--- src/rtl/span_scheduler_if.sv ---
// span_scheduler_if: request, engine and status signals of the span scheduler.
// Rev 1.0 -- slave modport is the scheduler's view, master is the environment's view.
`default_nettype none

interface span_scheduler_if #(
   parameter int DEPTH = 8
);
   localparam int LW = $clog2(DEPTH) + 1;

   logic          req_valid;
   logic          req_ready;
   logic [10:0]   req_x0;
   logic [10:0]   req_x1;
   logic [10:0]   req_y;
   logic [10:0]   req_z;
   logic          flush;
   logic          eng_start;
   logic [10:0]   eng_x0;
   logic [10:0]   eng_x1;
   logic [10:0]   eng_y;
   logic [10:0]   eng_z;
   logic          eng_done;
   logic          busy;
   logic [LW-1:0] level;
   logic [15:0]   spans_done;
   logic [15:0]   drop_count;

   modport slave (
      input  req_valid, req_x0, req_x1, req_y, req_z, flush, eng_done,
      output req_ready, eng_start, eng_x0, eng_x1, eng_y, eng_z,
             busy, level, spans_done, drop_count
   );

   modport master (
      output req_valid, req_x0, req_x1, req_y, req_z, flush, eng_done,
      input  req_ready, eng_start, eng_x0, eng_x1, eng_y, eng_z,
             busy, level, spans_done, drop_count
   );
endinterface

`default_nettype wire

--- src/rtl/span_scheduler.sv ---
// span_scheduler: span FIFO plus issue FSM for the single-row span engine.
// Rev 1.0 -- optional screen clipping at enqueue enabled by SPAN_CLIP_EN.
`default_nettype none

module span_scheduler #(
   parameter int DEPTH    = 8,
   parameter int SCREEN_W = 640,
   parameter int SCREEN_H = 480
) (
   input  wire logic       clk,
   input  wire logic       reset,
   span_scheduler_if.slave bus
);
   localparam int AW = $clog2(DEPTH);
   localparam int LW = AW + 1;

   if (DEPTH < 2 || (DEPTH & (DEPTH - 1)) != 0) begin : g_bad_depth
      $error("span_scheduler: DEPTH must be a power of 2 and >= 2");
   end
   if (SCREEN_W < 1 || SCREEN_W > 2048 || SCREEN_H < 1 || SCREEN_H > 2048) begin : g_bad_screen
      $error("span_scheduler: screen bounds must fit 11-bit coordinates");
   end

   typedef enum logic [1:0] {IDLE, ISSUE, WAIT, GAP} state_t;

   state_t        state, state_nxt;
   logic [43:0]   mem [DEPTH];
   logic [AW-1:0] wr_ptr, rd_ptr;
   logic [LW-1:0] level;
   logic [10:0]   eng_x0, eng_x1, eng_y, eng_z;
   logic [15:0]   spans_done;
   logic [10:0]   lo, hi, hi_st;
   logic          keep, accept, push, pop, start, done_hit;

   always_comb begin
      lo = (bus.req_x0 > bus.req_x1) ? bus.req_x1 : bus.req_x0;
      hi = (bus.req_x0 > bus.req_x1) ? bus.req_x0 : bus.req_x1;
   end

`ifdef SPAN_CLIP_EN
   localparam logic [10:0] X_LIM = 11'(SCREEN_W);
   localparam logic [10:0] Y_LIM = 11'(SCREEN_H);
   localparam logic [10:0] X_MAX = 11'(SCREEN_W - 1);
   logic [15:0] drop_count;

   always_comb begin
      keep  = (bus.req_y < Y_LIM) && (lo < X_LIM);
      hi_st = (hi > X_MAX) ? X_MAX : hi;
   end

   // Drops are counted per accepted transfer, independent of flush.
   always_ff @(posedge clk) begin
      if (reset)
         drop_count <= '0;
      else if (accept && !keep && drop_count != 16'hFFFF)
         drop_count <= drop_count + 16'd1;
   end
`else
   logic [15:0] drop_count;

   always_comb begin
      keep  = 1'b1;
      hi_st = hi;
   end
   assign drop_count = '0;
`endif

   // A full FIFO still takes a request in the cycle the head is popped.
   assign bus.req_ready = (level != LW'(DEPTH)) || pop;
   assign accept        = bus.req_valid && bus.req_ready;
   assign push          = accept && keep && !bus.flush;

   always_comb begin
      state_nxt = state;
      pop       = 1'b0;
      start     = 1'b0;
      done_hit  = 1'b0;
      case (state)
         IDLE: begin
            if (level != '0 && !bus.flush) begin
               pop       = 1'b1;
               state_nxt = ISSUE;
            end
         end
         ISSUE: begin
            start     = 1'b1;
            state_nxt = WAIT;
         end
         WAIT: begin
            if (bus.eng_done) begin
               done_hit  = 1'b1;
               state_nxt = GAP;
            end
         end
         default: state_nxt = IDLE;
      endcase
   end

   always_ff @(posedge clk) begin
      if (reset) begin
         state      <= IDLE;
         wr_ptr     <= '0;
         rd_ptr     <= '0;
         level      <= '0;
         eng_x0     <= '0;
         eng_x1     <= '0;
         eng_y      <= '0;
         eng_z      <= '0;
         spans_done <= '0;
      end else begin
         state <= state_nxt;
         if (bus.flush) begin
            wr_ptr <= '0;
            rd_ptr <= '0;
            level  <= '0;
         end else begin
            if (push) wr_ptr <= wr_ptr + AW'(1);
            if (pop)  rd_ptr <= rd_ptr + AW'(1);
            if (push && !pop)      level <= level + LW'(1);
            else if (pop && !push) level <= level - LW'(1);
         end
         if (pop) {eng_x0, eng_x1, eng_y, eng_z} <= mem[rd_ptr];
         if (done_hit) spans_done <= spans_done + 16'd1;
      end
   end

   always_ff @(posedge clk) begin
      if (push) mem[wr_ptr] <= {lo, hi_st, bus.req_y, bus.req_z};
   end

   assign bus.eng_start  = start;
   assign bus.eng_x0     = eng_x0;
   assign bus.eng_x1     = eng_x1;
   assign bus.eng_y      = eng_y;
   assign bus.eng_z      = eng_z;
   assign bus.busy       = (level != '0) || (state != IDLE);
   assign bus.level      = level;
   assign bus.spans_done = spans_done;
   assign bus.drop_count = drop_count;
endmodule

`default_nettype wire

--- src/flat_wrapper.sv ---
// flat-port wrapper written by rule: the top's interface ports become plain ports
module span_scheduler_flat 
#(
   parameter int DEPTH    = 8,
   parameter int SCREEN_W = 640,
   parameter int SCREEN_H = 480
)
  (clk, reset, bus_req_valid, bus_req_x0, bus_req_x1, bus_req_y, bus_req_z, bus_flush, bus_eng_done, bus_req_ready, bus_eng_start, bus_eng_x0, bus_eng_x1, bus_eng_y, bus_eng_z, bus_busy, bus_level, bus_spans_done, bus_drop_count);
  span_scheduler_if #(.DEPTH(DEPTH)) bus_i ();
  input  wire logic clk;
  input  wire logic reset;
  input wire logic [$bits(bus_i.req_valid)-1:0] bus_req_valid;
  input wire logic [$bits(bus_i.req_x0)-1:0] bus_req_x0;
  input wire logic [$bits(bus_i.req_x1)-1:0] bus_req_x1;
  input wire logic [$bits(bus_i.req_y)-1:0] bus_req_y;
  input wire logic [$bits(bus_i.req_z)-1:0] bus_req_z;
  input wire logic [$bits(bus_i.flush)-1:0] bus_flush;
  input wire logic [$bits(bus_i.eng_done)-1:0] bus_eng_done;
  output wire logic [$bits(bus_i.req_ready)-1:0] bus_req_ready;
  output wire logic [$bits(bus_i.eng_start)-1:0] bus_eng_start;
  output wire logic [$bits(bus_i.eng_x0)-1:0] bus_eng_x0;
  output wire logic [$bits(bus_i.eng_x1)-1:0] bus_eng_x1;
  output wire logic [$bits(bus_i.eng_y)-1:0] bus_eng_y;
  output wire logic [$bits(bus_i.eng_z)-1:0] bus_eng_z;
  output wire logic [$bits(bus_i.busy)-1:0] bus_busy;
  output wire logic [$bits(bus_i.level)-1:0] bus_level;
  output wire logic [$bits(bus_i.spans_done)-1:0] bus_spans_done;
  output wire logic [$bits(bus_i.drop_count)-1:0] bus_drop_count;
  assign bus_i.req_valid = bus_req_valid;
  assign bus_i.req_x0 = bus_req_x0;
  assign bus_i.req_x1 = bus_req_x1;
  assign bus_i.req_y = bus_req_y;
  assign bus_i.req_z = bus_req_z;
  assign bus_i.flush = bus_flush;
  assign bus_i.eng_done = bus_eng_done;
  assign bus_req_ready = bus_i.req_ready;
  assign bus_eng_start = bus_i.eng_start;
  assign bus_eng_x0 = bus_i.eng_x0;
  assign bus_eng_x1 = bus_i.eng_x1;
  assign bus_eng_y = bus_i.eng_y;
  assign bus_eng_z = bus_i.eng_z;
  assign bus_busy = bus_i.busy;
  assign bus_level = bus_i.level;
  assign bus_spans_done = bus_i.spans_done;
  assign bus_drop_count = bus_i.drop_count;
  span_scheduler #(.DEPTH(DEPTH), .SCREEN_W(SCREEN_W), .SCREEN_H(SCREEN_H)) u_core (.clk(clk), .reset(reset), .bus(bus_i));
endmodule
--- config.mk ---
export PLATFORM = sky130hd
export DESIGN_NAME = span_scheduler_flat
export DESIGN_NICKNAME = d
export VERILOG_FILES = /design/src/rtl/span_scheduler_if.sv /design/src/rtl/span_scheduler.sv /design/src/flat_wrapper.sv
export SDC_FILE = /design/constraint.sdc
export NUM_CORES = 1
export LEC_CHECK = 0
export ABC_CLOCK_PERIOD_IN_PS = 6200
export BUFFER_PORTS_ARGS = -buffer_cell sky130_fd_sc_hd__buf_2
export CORE_MARGIN = 2
export CORE_UTILIZATION = 60
export CTS_CLUSTER_SIZE = 10
export DETAILED_ROUTE_END_ITERATION = 6
export GPL_TIMING_DRIVEN = 0
export PLACE_DENSITY_LB_ADDON = 0.2
export SLEW_MARGIN = 20
export SYNTH_ARGS = -nofsm -noshare
export SYNTH_HDL_FRONTEND = slang
export SYNTH_SLANG_ARGS = --single-unit
--- constraint.sdc ---
create_clock -name clk -period 6.2 [get_ports clk]
set_input_delay 0.62 -clock clk [delete_from_list [all_inputs] [get_ports clk]]
set_output_delay 0.62 -clock clk [all_outputs]
set_load 0.01 [all_outputs]
# Word level (Yosys, flattened, before mapping)
# Memory sizes are Yosys's and may differ from the RTL's. A register that Yosys moved wholly into a read port is not among the register bits.
# Cells that the tools add are included.
[op_classes] addsub=5 order_cmp=1 n_eq_ne=5 muxes=14 n_reduce_logical=16
[ops] op="2-to-1 mux 11 bit" count=2
[ops] op="adder 16 x 1 -> 16 bit (second input constant)" count=1
[ops] op="> comparator 11 bit" count=1
[ops] op="2-to-1 mux 4 bit" count=2
[ops] op="2-to-1 mux 1 bit" count=7
[ops] op="adder 3 x 1 -> 3 bit (second input constant)" count=2
[ops] op="case mux 2 bit (3 select lines)" count=1
[ops] op="logical AND 1 bit" count=5
[ops] op="adder 4 x 1 -> 4 bit (second input constant)" count=1
[ops] op="2-to-1 mux 2 bit" count=2
[ops] op="!= test 4 bit (second input constant)" count=1
[ops] op="nonzero test 2 bit" count=2
[ops] op="nonzero test 4 bit" count=1
[ops] op="subtractor 4 x 1 -> 4 bit (second input constant)" count=1
[ops] op="zero test 1 bit" count=3
[ops] op="equality test 2 x 1 -> 1 bit (second input constant)" count=1
[ops] op="equality test 2 bit (second input constant)" count=1
[ops] op="zero test 2 bit" count=1
[ops] op="logical OR 1 bit" count=2
[ops] op="!= test 2 x 1 -> 1 bit (second input constant)" count=1
[ops] op="!= test 2 bit (second input constant)" count=1
[ops] op="AND reduction 2 bit" count=1
[ops] op="OR reduction 2 bit" count=1
[totals] reg_bits=28 mem_bits_rw=352 input_bits=49 mem_count=1
[memory_table] name="u_core.mem" words=8 width=44 read_ports=1 rd_ports_with_merged_regs=1 write_ports=1 line="span_scheduler.sv:27" rtl="logic [43:0] mem [DEPTH];"

# Depth between registers and ports, before layout
[logic_depth] ltp_word=11 depth_mapped=14 mapped_depth_nobuf=13

# Worst setup path before layout
# No wires, ideal clock.
[synth_timing] path_kind="input to register" startpoint="in bus_flush" endpoint="mem u_core.mem[2][0] (enable)" path_slack_ns=1.069 cell_stages=4 arrival_ns=4.622 required_ns=5.691 path_cell_list="nand2b_4 -> a311oi_4 -> nand2b_1 -> nor3b_1"
[synth_between] elab_chain_len=9
[synth_lines] item="start, declared" line="flat_wrapper.sv:17" rtl="input wire logic [$bits(bus_i.flush)-1:0] bus_flush;"
[synth_lines] item="zero test 1 bit *" line="span_scheduler.sv:71, span_scheduler.sv:80"
[synth_lines] item="logical AND 1 bit" line="span_scheduler.sv:80" rtl="if (level != '0 && !bus.flush) begin"
[synth_lines] item="2-to-1 mux 1 bit" line="span_scheduler.sv:80"
[synth_lines] item="2-to-1 mux 1 bit" line="span_scheduler.sv:78" rtl="case (state)"
[synth_lines] item="logical OR 1 bit" line="span_scheduler.sv:69" rtl="assign bus.req_ready = (level != LW'(DEPTH)) || pop;"
[synth_lines] item="logical AND 1 bit" line="span_scheduler.sv:70" rtl="assign accept = bus.req_valid && bus.req_ready;"
[synth_lines] item="logical AND 1 bit *" line="span_scheduler.sv:71" rtl="assign push = accept && keep && !bus.flush;"
[synth_lines] item="net u_core.push" line="span_scheduler.sv:33" rtl="logic keep, accept, push, pop, start, done_hit;"
[synth_lines] item="2-to-1 mux 1 bit *" line="span_scheduler.sv:128" rtl="if (push) mem[wr_ptr] <= {lo, hi_st, bus.req_y, bus.req_z};"
[synth_lines] item="2-to-1 mux 1 bit (not written as such) *" line="span_scheduler.sv:128"
[synth_lines] item="end, declared" line="span_scheduler.sv:27"
# Mark *: on every way through the listed nets, which the timed path passes. The rest lies on a longest branch.

# Final worst setup path
[layout_timing] startpoint="reg u_core.state[0]" endpoint="mem u_core.mem[4][0] (enable)"
[layout_between] elab_chain_len=7
[layout_lines] item="start, declared" line="span_scheduler.sv:26" rtl="state_t state, state_nxt;"
[layout_lines] item="start signal, assigned" line="span_scheduler.sv:111" rtl="state <= state_nxt;"
[layout_lines] item="zero test 2 bit" line="span_scheduler.sv:78"
[layout_lines] item="2-to-1 mux 1 bit" line="span_scheduler.sv:78"
[layout_lines] item="logical OR 1 bit" line="span_scheduler.sv:69"
[layout_lines] item="logical AND 1 bit" line="span_scheduler.sv:70"
[layout_lines] item="logical AND 1 bit" line="span_scheduler.sv:71"
[layout_lines] item="net u_core.push" line="span_scheduler.sv:33"
[layout_lines] item="2-to-1 mux 1 bit" line="span_scheduler.sv:128"
[layout_lines] item="2-to-1 mux 1 bit (not written as such)" line="span_scheduler.sv:128"
# The timed path passes the listed nets, and every way through them passes these cells.

==> results.txt <==
status - completed
Synth Area per Inst - 18.63 sq um
combinational fraction of design power - 0.104
Hold Fails Final Rpt - 0
most frequent cells in the layout - edfxtp_1, buf_2, mux4_2
RSZ-0062 raised after global routing - no
All-Layer GR Usage - 0.2474
commonest non-fill, non-tap cell in the layout - edfxtp_1
critical path depth - 9
internal power - 4.990 mW
crit path DAT - 3410 ps
Reg power frac - 0.504
setup bufs post-CTS - 0
core area - 0.02763 sq mm
Top FF cell, synth - edfxtp_1
number of fillers in the final layout - 1,715
IO Port Bufs - 114
Tcrit/Tclk final - 0.5102
I/O Pins - 132
H-tree depth - 2
Initial Utilization - 0.6054
fin worst setup slack - 3037 ps
Initial DRC Count - 1,086
top-area cell type share of the netlist area - 0.6320
synth-to-layout area growth - 17.89%
maximum vdd ir drop - 0.0002475 V
Rows - 61
final setup violation count - 0
vias - 9,085
Psw - 1.488 mW
Yosys warnings - 0
clock share of power - 0.392
HP Class - in2reg
Clock Skew - 19.88 ps
vias in the first global route - 8,798
GRT Residual Overflow - 0
Slew @ Worst Pin - 1076 ps
layout cell share with drive strength beyond 1 - 0.3270
final net count - 1,190
Worst Path Max Fanout - 8
most frequent cell on the critical path - buf_4
worst slack, placed - 2879 ps
Routed Antenna Nets - 0
Max Slew Vio Count - 0
maximum clock rate - 0.3161 GHz
count of different cell masters after synthesis - 39
Req. time, crit path - 6450 ps
HPWL after DPL - 23,350 um
Die ar. - 0.02923 sq mm
Die Ht - 171.0 um
Clock Latency Late Sink - 540 ps
mapped cell area - 0.01673 sq mm
min Tclk post-route - 3163 ps
Seq/Total Area, Yosys - 0.7181
critical path's top delay family - simple AND/OR/NAND/NOR gates
critical-path cell list - inv_1, ha_1, nand2b_4, a311oi_4, nand2_1, nor3_2, buf_4, buf_4, buf_6
via-per-instance ratio - 5.911
largest cells by area after synthesis - edfxtp_1, mux4_2, dfxtp_1
setup_tns - 0 ps
largest stage delay on the critical path - 670 ps
hold_ws - 349.2 ps
number of synthesized flops with an enable pin - 352
Critical Path End Type - flop
Sw Ratio - 0.2297
crit path kind - reg2reg
max-capacitance violation count - 0
Reg2Reg Setup Slack - 3040 ps
Max Buffers Root-to-Sink - 3
PwrDens - 328.5 mW/mm^2
CTS sink count - 424
Synth area leader - edfxtp_1
type of origin of the critical path - flop
fraction of registers with async set/reset - 0
largest net degree at the start of global routing - 20
CP bufs+invs - 4
Leak - 6.779 nW
CTS tree - done
Worst Hold Depth - 1
total CTS buffers - 48
Total Routed Length - 35,410 um
antenna violations before repair - 0
number of remaining DRC errors - 0
flops & latches, synth - 424
Crit-path slowest cell - nor3_2
gate count of the mapped netlist - 898
cts hold-fix bufs - 0
DR WL/cell - 23.04 um
gpl congestion - 0.7517
# diodes - 0
Slew headroom - 0.2825
die width - 171.0 um
Resized Gates After CTS - 0
drt pass-1 iters - 5
reg2reg path depth - 9
Reg clk slew, reported paths - 50 ps
first-pass GRT wire length - 52,900 um
clk root buf - clkbuf_16
## synthesized netlist by cell type, types with 9 or more instances
cell / instances
inv_1: 18
buf_2: 26
nand2_1: 16
ha_1: 20
edfxtp_1: 352
dfxtp_1: 72
xor2_1: 11
nor2_1: 75
a21oi_1: 9
a211oi_1: 46
mux2i_1: 47
mux2_2: 21
xnor2_1: 10
buf_4: 19
mux4_2: 82
## cell type report
class	count	area (sq um)	share of cell area
Inverter	18	67.56	0.003426
Buffer	62	414.1	0.02100
Multi-Input combinational cell	409	4334	0.2198
Tap cell	378	473.0	0.02398
Clock buffer	87	1390	0.07049
Sequential cell	424	12010	0.6091
Clock inverter	2	21.27	0.001079
Timing Repair Buffer	157	1007	0.05108
## path summary, 6_finish.rpt
kind	start	endpoint
worst max-delay path	u_core.state[0]$_SDFFE_PP0P_	u_core.mem[4][0]$_DFFE_PP_
worst min-delay path	bus_req_z[0]	u_core.mem[3][0]$_DFFE_PP_
worst max register to register	u_core.state[0]$_SDFFE_PP0P_	u_core.mem[4][0]$_DFFE_PP_
worst min register to register	u_core.bus.spans_done[1]$_SDFFE_PP0P_	u_core.bus.spans_done[1]$_SDFFE_PP0P_
## layer usage
layer,wire (um),share of wire,GRT usage,vias up
met2,17290,0.49,0.3997,409
met1,14880,0.42,0.3645,4644
li1,-,-,-,3985
met4,622,0.018,0.05932,0
met3,2609,0.074,0.03400,47
met5,0,0,0,-
## worst register-to-register path, cell delays in order (launching register included)
cell and delay [ps]:
dfxtp_1 310, inv_1 90, ha_1 260, nand2b_4 90, a311oi_4 460, nand2_1 270, nor3_2 670, buf_4 320
buf_4 210, buf_6 180
## registers in the layout, indices dropped and copies added, names as in the netlist
register / flops
u_core.mem: 352
u_core.bus.spans_done: 16
u_core.bus.eng_x0: 11
u_core.bus.eng_x1: 11
u_core.bus.eng_y: 11
u_core.bus.eng_z: 11
u_core.bus.level: 4
u_core.rd_ptr: 3
u_core.wr_ptr: 3
u_core.state: 2
## metrics by stage
stage	cell area [sq um]	power [mW]	utilization	cells
2_1_floorplan	16780	3.743	-	913
3_3_place_gp	17830	3.965	0.6452	1405
3_5_place_dp	18310	3.990	0.6626	1448
4_1_cts	19720	6.518	0.7137	1537
5_1_grt	19720	6.709	0.7137	1537
6_report	19720	6.478	0.7137	1537
## kinds of logic after synthesis
family | after synthesis | share of synthesized area
AO/OA/AOI/OAI | 69 | 0.02940
XOR/XNOR | 21 | 0.01100
adder cells (fa/ha/maj) | 21 | 0.01616
buffers and inverters | 80 | 0.02880
flip-flops | 424 | 0.7181
multiplexers | 156 | 0.1621
other | 1 | 0.0002242
AND/OR/NAND/NOR | 126 | 0.03419
## power by group through the flow
stage          logic, mW  clock network [mW]  registers (mW)
6_report           0.674                2.54            3.26
3_3_place_gp       0.645                   0            3.32
4_1_cts            0.680                2.58            3.26
3_5_place_dp       0.671                   0            3.32
2_1_floorplan      0.406                   0            3.34
5_1_grt            0.747                2.69            3.27
No activity file was read; power rests on OpenSTA's default activity.
